==> src/rtl/add_arbiter.sv <==
// Round-robin arbiter sharing one WIDTH-bit adder among NREQ requesters,
// with a single registered result slot that can be refilled while it drains.
module add_arbiter #(
  parameter  int NREQ  = 3,
  parameter  int WIDTH = 4,
  localparam int IDW   = ($clog2(NREQ) > 1) ? $clog2(NREQ) : 1
) (
  input  logic                    clk,
  input  logic                    reset,
  input  logic [NREQ-1:0]         req_valid,
  input  logic [NREQ*WIDTH-1:0]   req_a,
  input  logic [NREQ*WIDTH-1:0]   req_b,
  output logic [NREQ-1:0]         req_ready,
  output logic                    rsp_valid,
  input  logic                    rsp_ready,
  output logic [IDW-1:0]          rsp_id,
  output logic [WIDTH-1:0]        rsp_sum,
  output logic                    rsp_carry
);

  logic [NREQ-1:0][WIDTH-1:0] a_arr, b_arr;
  logic [IDW-1:0]             ptr;
  logic [IDW-1:0]             gnt_id;
  logic [NREQ-1:0]            gnt;
  logic                       can_accept;
  logic                       xfer;
  logic [WIDTH:0]             sum_w;

  assign a_arr      = req_a;
  assign b_arr      = req_b;
  assign can_accept = !rsp_valid || rsp_ready;

  // Search upward from ptr with wrap; the first valid requester wins.
  always_comb begin
    logic           found;
    logic [IDW:0]   s;
    logic [IDW-1:0] idx;
    gnt    = '0;
    gnt_id = '0;
    found  = 1'b0;
    s      = '0;
    idx    = '0;
    if (can_accept && !reset) begin
      for (int k = 0; k < NREQ; k++) begin
        s = {1'b0, ptr} + (IDW+1)'(k);
        if (s >= (IDW+1)'(NREQ)) s = s - (IDW+1)'(NREQ);
        idx = s[IDW-1:0];
        if (!found && req_valid[idx]) begin
          found       = 1'b1;
          gnt[idx]    = 1'b1;
          gnt_id      = idx;
        end
      end
    end
  end

  assign req_ready = gnt;
  assign xfer      = |gnt;
  assign sum_w     = {1'b0, a_arr[gnt_id]} + {1'b0, b_arr[gnt_id]};

  always_ff @(posedge clk) begin
    if (reset) begin
      rsp_valid <= 1'b0;
      rsp_sum   <= '0;
      rsp_carry <= 1'b0;
      rsp_id    <= '0;
      ptr       <= '0;
    end else if (xfer) begin
      // A same-edge drain is implied by can_accept, so the slot is simply refilled.
      rsp_valid <= 1'b1;
      {rsp_carry, rsp_sum} <= sum_w;
      rsp_id    <= gnt_id;
      ptr       <= (gnt_id == IDW'(NREQ-1)) ? '0 : gnt_id + 1'b1;
    end else if (rsp_valid && rsp_ready) begin
      rsp_valid <= 1'b0;
    end
  end

endmodule

==> config.mk <==
export PLATFORM = sky130hd
export DESIGN_NAME = add_arbiter
export DESIGN_NICKNAME = d
export VERILOG_FILES = /design/src/rtl/add_arbiter.sv
export SDC_FILE = /design/constraint.sdc
export NUM_CORES = 1
export LEC_CHECK = 0
export CORE_UTILIZATION = 40
export DETAILED_ROUTE_END_ITERATION = 10
export GPL_TIMING_DRIVEN = 0
export HOLD_SLACK_MARGIN = 0.08
export PLACE_DENSITY = 0.78
export SYNTH_ARGS = -nofsm -noshare
export SYNTH_HDL_FRONTEND = slang
export SYNTH_SLANG_ARGS = --single-unit
export TNS_END_PERCENT = 20
==> constraint.sdc <==
create_clock -name clk -period 3.7 [get_ports clk]
set_clock_uncertainty 0.05 [all_clocks]
set_input_delay 0.74 -clock clk [delete_from_list [all_inputs] [get_ports clk]]
set_output_delay 0.74 -clock clk [all_outputs]
set_load 0.01 [all_outputs]
==> run metrics, run 1 <==
CP Depth 8; Non-Filler Cell Area, Final 1620 sq um; Yosys warnings 0; CTS tree done; Peak VDD IR 398 uV; headroom to the max-slew limit 40.3%; CP Launch Type input port; fin crit period 3600 ps; dpl cell area 1570 sq um; clock-pin slew on the worst setup and hold paths 70 ps; CP max-delay cell clkdlybuf4s50_1; I/O pins 41; CP top delay family buffers and inverters; mapped cell area 1140 sq um; total global routing overflow 0; non-filler instance count after layout 201; antenna-violating nets left 0; crit path kind input port to primary output; initial antenna violation count 0; Yosys reg bits 10; # DRC 0; detailed-route via count 1174; Synth Flop Type dfxtp_1; share of layout cells above drive strength 1 12.9%; Worst-Skew Late Latency 280 ps; fin crit share 97.2%; sequential fraction of the synthesis area 17.6%; dpl hpwl 2280 microns; pin count of the biggest net entering global routing 11; Pwr Density 648 nW/um^2; n_diodes 0; CTS H-tree lvls 1; final count of negative-setup-slack endpoints 0; Yosys cell types 47; EDFF count, synth 0; Via density 5.84; Clk pwr share 7.8%; CP endpoint kind primary output; fillers 244; Crit path buffers/inverters 3; critical path's largest stage delay 540 ps; overall power 1.05 mW; status finished clean; Hold Fails Final Rpt 0; WL final 3050 microns; asr flop ratio synth 0%; Worst R2R Start ptr[0]$_SDFFE_PP0P_; Cells after DPL 197; CTS root buf clkbuf_4; max_cap viols 0; Combinational Power Share 75.7%; drt wl/cell 15.2 microns; crit-path max FO 10; r2r setup slk 200 ps; PortBufs 39; die height 55.4 microns; syn_nets 167; design internal power 586 uW; Starting Density 44.0%; hold buffers post-CTS 0; TritonCTS Sinks 10; Area Overhead vs Synth 42.4%; crit-path cells clkdlybuf4s50_1 -> buf_2 -> nand2_1 -> o32a_1 -> o221ai_2 -> nor2_1 -> nor2_1 -> clkdlybuf4s50_1; RD Place Congestion 0.931; Synth Instances 128; Post-layout nets 212; die area 3060 sq um; P_leak 0.666 nW; Register Area 200 sq um; Worst Path Arrival 2810 ps; vias in the first global route 1142; worst path required time 2910 ps; highest clock rate 278 MHz; gr usage total 20.0%; most frequent cells in the layout 38 x clkdlybuf4s50_1, 10 x dfxtp_1, 9 x inv_1, 9 x nand2b_1, 8 x ha_1; Sw Ratio 44.2%; RSZ-0062 raised after global routing false; slew of the pin with the lowest slew margin 893 ps; Post-Route Setup TNS 0 ps; die width 55.4 microns; core area 2590 sq um; CTS buffer count 3; row count 18; commonest non-fill, non-tap cell in the layout clkdlybuf4s50_1; Worst Hold End rsp_id[0]$_SDFFE_PP0P_; first-pass GRT wire length 4950 microns; Starting DRT DRC Count 26; Multi-input gate area 880 sq um; Worst R2R Path Depth 13; TritonRoute pass-1 iters 4; Avg Synthesized Cell Area 8.90 sq um; hold depth 2; Seq pwr share 16.5%; sw power 464 uW; Bufs on Longest Clock Path 2; Slew Viols, Final 0; Worst Hold Class register to register; r2r endpoint rsp_carry$_SDFFE_PP0P_; critical hold path startpoint rsp_id[0]$_SDFFE_PP0P_
[cells in the mapped netlist, drive strengths merged (2+ instances only)]
library cell | number | area share [%]
dfxtp | 10 | 18
inv | 9 | 3.0
nand2b | 9 | 4.9
ha | 8 | 8.8
a22oi | 7 | 4.6
mux2i | 7 | 6.2
o2bb2ai | 7 | 5.4
buf | 6 | 3.1
nor2 | 6 | 2.0
nor2b | 5 | 2.7
a21oi | 4 | 1.8
mux2 | 4 | 5.3
nand2 | 4 | 1.3
a2bb2oi | 3 | 2.3
clkbuf | 3 | 0.99
o221ai | 3 | 2.9
a21o | 2 | 1.3
and2 | 2 | 1.1
and3b | 2 | 1.5
nand3 | 2 | 0.88
nor3b | 2 | 1.8
o21ai | 2 | 0.88
o32a | 2 | 1.8
[kinds of logic (layout without fill, tap and decap cells)]
logic type	count (synthesis)	after routing	share of synthesized area, %
AOI/OAI and AO/OA	39	39	30.2
xor gates and xnor gates	2	2	1.54
adders and majority gates	10	10	11.4
buffers and inverters	18	61	7.03
DFF	10	10	17.6
muxes	11	11	11.4
and+or+nand+nor	38	38	20.8
[worst reg2reg max path, cell delays in order (launching register included)]
cell and delay, ps:
dfxtp_1 370, inv_1 90, ha_1 350, buf_2 200, maj3_1 380, o221a_2 260, clkbuf_1 260, a22oi_1 230
o2bb2ai_1 100, ha_1 250, fa_1 410, a21o_1 190, a21oi_1 140, mux2i_1 90
[power groups by stage]
stage	Sequential [mW]	Clock (mW)	Combinational [mW]
2_1_floorplan	0.188	0	0.529
3_3_place_gp	0.173	0	0.742
3_5_place_dp	0.176	0	0.759
4_1_cts	0.174	0.0812	0.778
5_1_grt	0.179	0.0838	0.857
6_report	0.174	0.0822	0.795
[final cells by class]
type	count	area share, %
Multi-Input combinational cell	100	54.2
Timing Repair Buffer	40	24.7
Sequential cell	10	12.3
Buffer	9	2.93
Tap cell	30	2.31
Inverter	9	2.08
Clock buffer	3	1.39
[layer usage]
metal | global-route usage, % | vias to the layer above | wire length (microns)
met5 | 0 | - | 0
met4 | 6.07 | 0 | 32
met3 | 4.68 | 5 | 192
met2 | 36.8 | 47 | 1540
met1 | 22.7 | 558 | 1280
li1 | - | 564 | -
[sequential cells by signal, summed over array words and instances (netlist names)]
name       flops
rsp_sum        4
rsp_valid      1
rsp_id         2
rsp_carry      1
ptr            2
[worst max-delay path by stage]
stage / startpoint / to / slack [ps]
2_1_floorplan: ptr[0]$_SDFFE_PP0P_ / rsp_sum[3]$_SDFFE_PP0P_ / 480
5_1_grt: req_valid[1] / req_ready[0] / 4
3_5_place_dp: req_valid[0] / rsp_sum[3]$_SDFFE_PP0P_ / -530
6_report: req_valid[1] / req_ready[0] / 100
4_1_cts: req_valid[1] / req_ready[0] / 30
3_3_place_gp: req_valid[0] / rsp_sum[3]$_SDFFE_PP0P_ / -420
[metrics by stage]
| stage | worst slack, ps | hold slack (ps) | util, % |
|---|---|---|---|
| 2_1_floorplan | 480 | 435 | - |
| 3_3_place_gp | -420 | 412 | 60.5 |
| 3_5_place_dp | -532 | 422 | 60.5 |
| 4_1_cts | 28.3 | 438 | 62.1 |
| 5_1_grt | 3.54 | 452 | 62.6 |
| 6_report | 103 | 433 | 62.6 |
[what timing repair did]
action	in CTS	in global routing
endpoints found under the setup margin	3	6
pin swaps	1	0
gates resized for setup	3	5
buffers inserted	1	0
Note: power is estimated with default switching activity, not from simulation.
==> run 2: changes to the inputs <==
--- a/config.mk
+++ b/config.mk
@@ -5,6 +5,7 @@
 export SDC_FILE = /design/constraint.sdc
 export NUM_CORES = 1
 export LEC_CHECK = 0
+export CAP_MARGIN = 20
 export CORE_UTILIZATION = 40
 export DETAILED_ROUTE_END_ITERATION = 10
 export GPL_TIMING_DRIVEN = 0
==> results of run 2 <==
Final layout, timing and power as in run 1 (identical DEF).
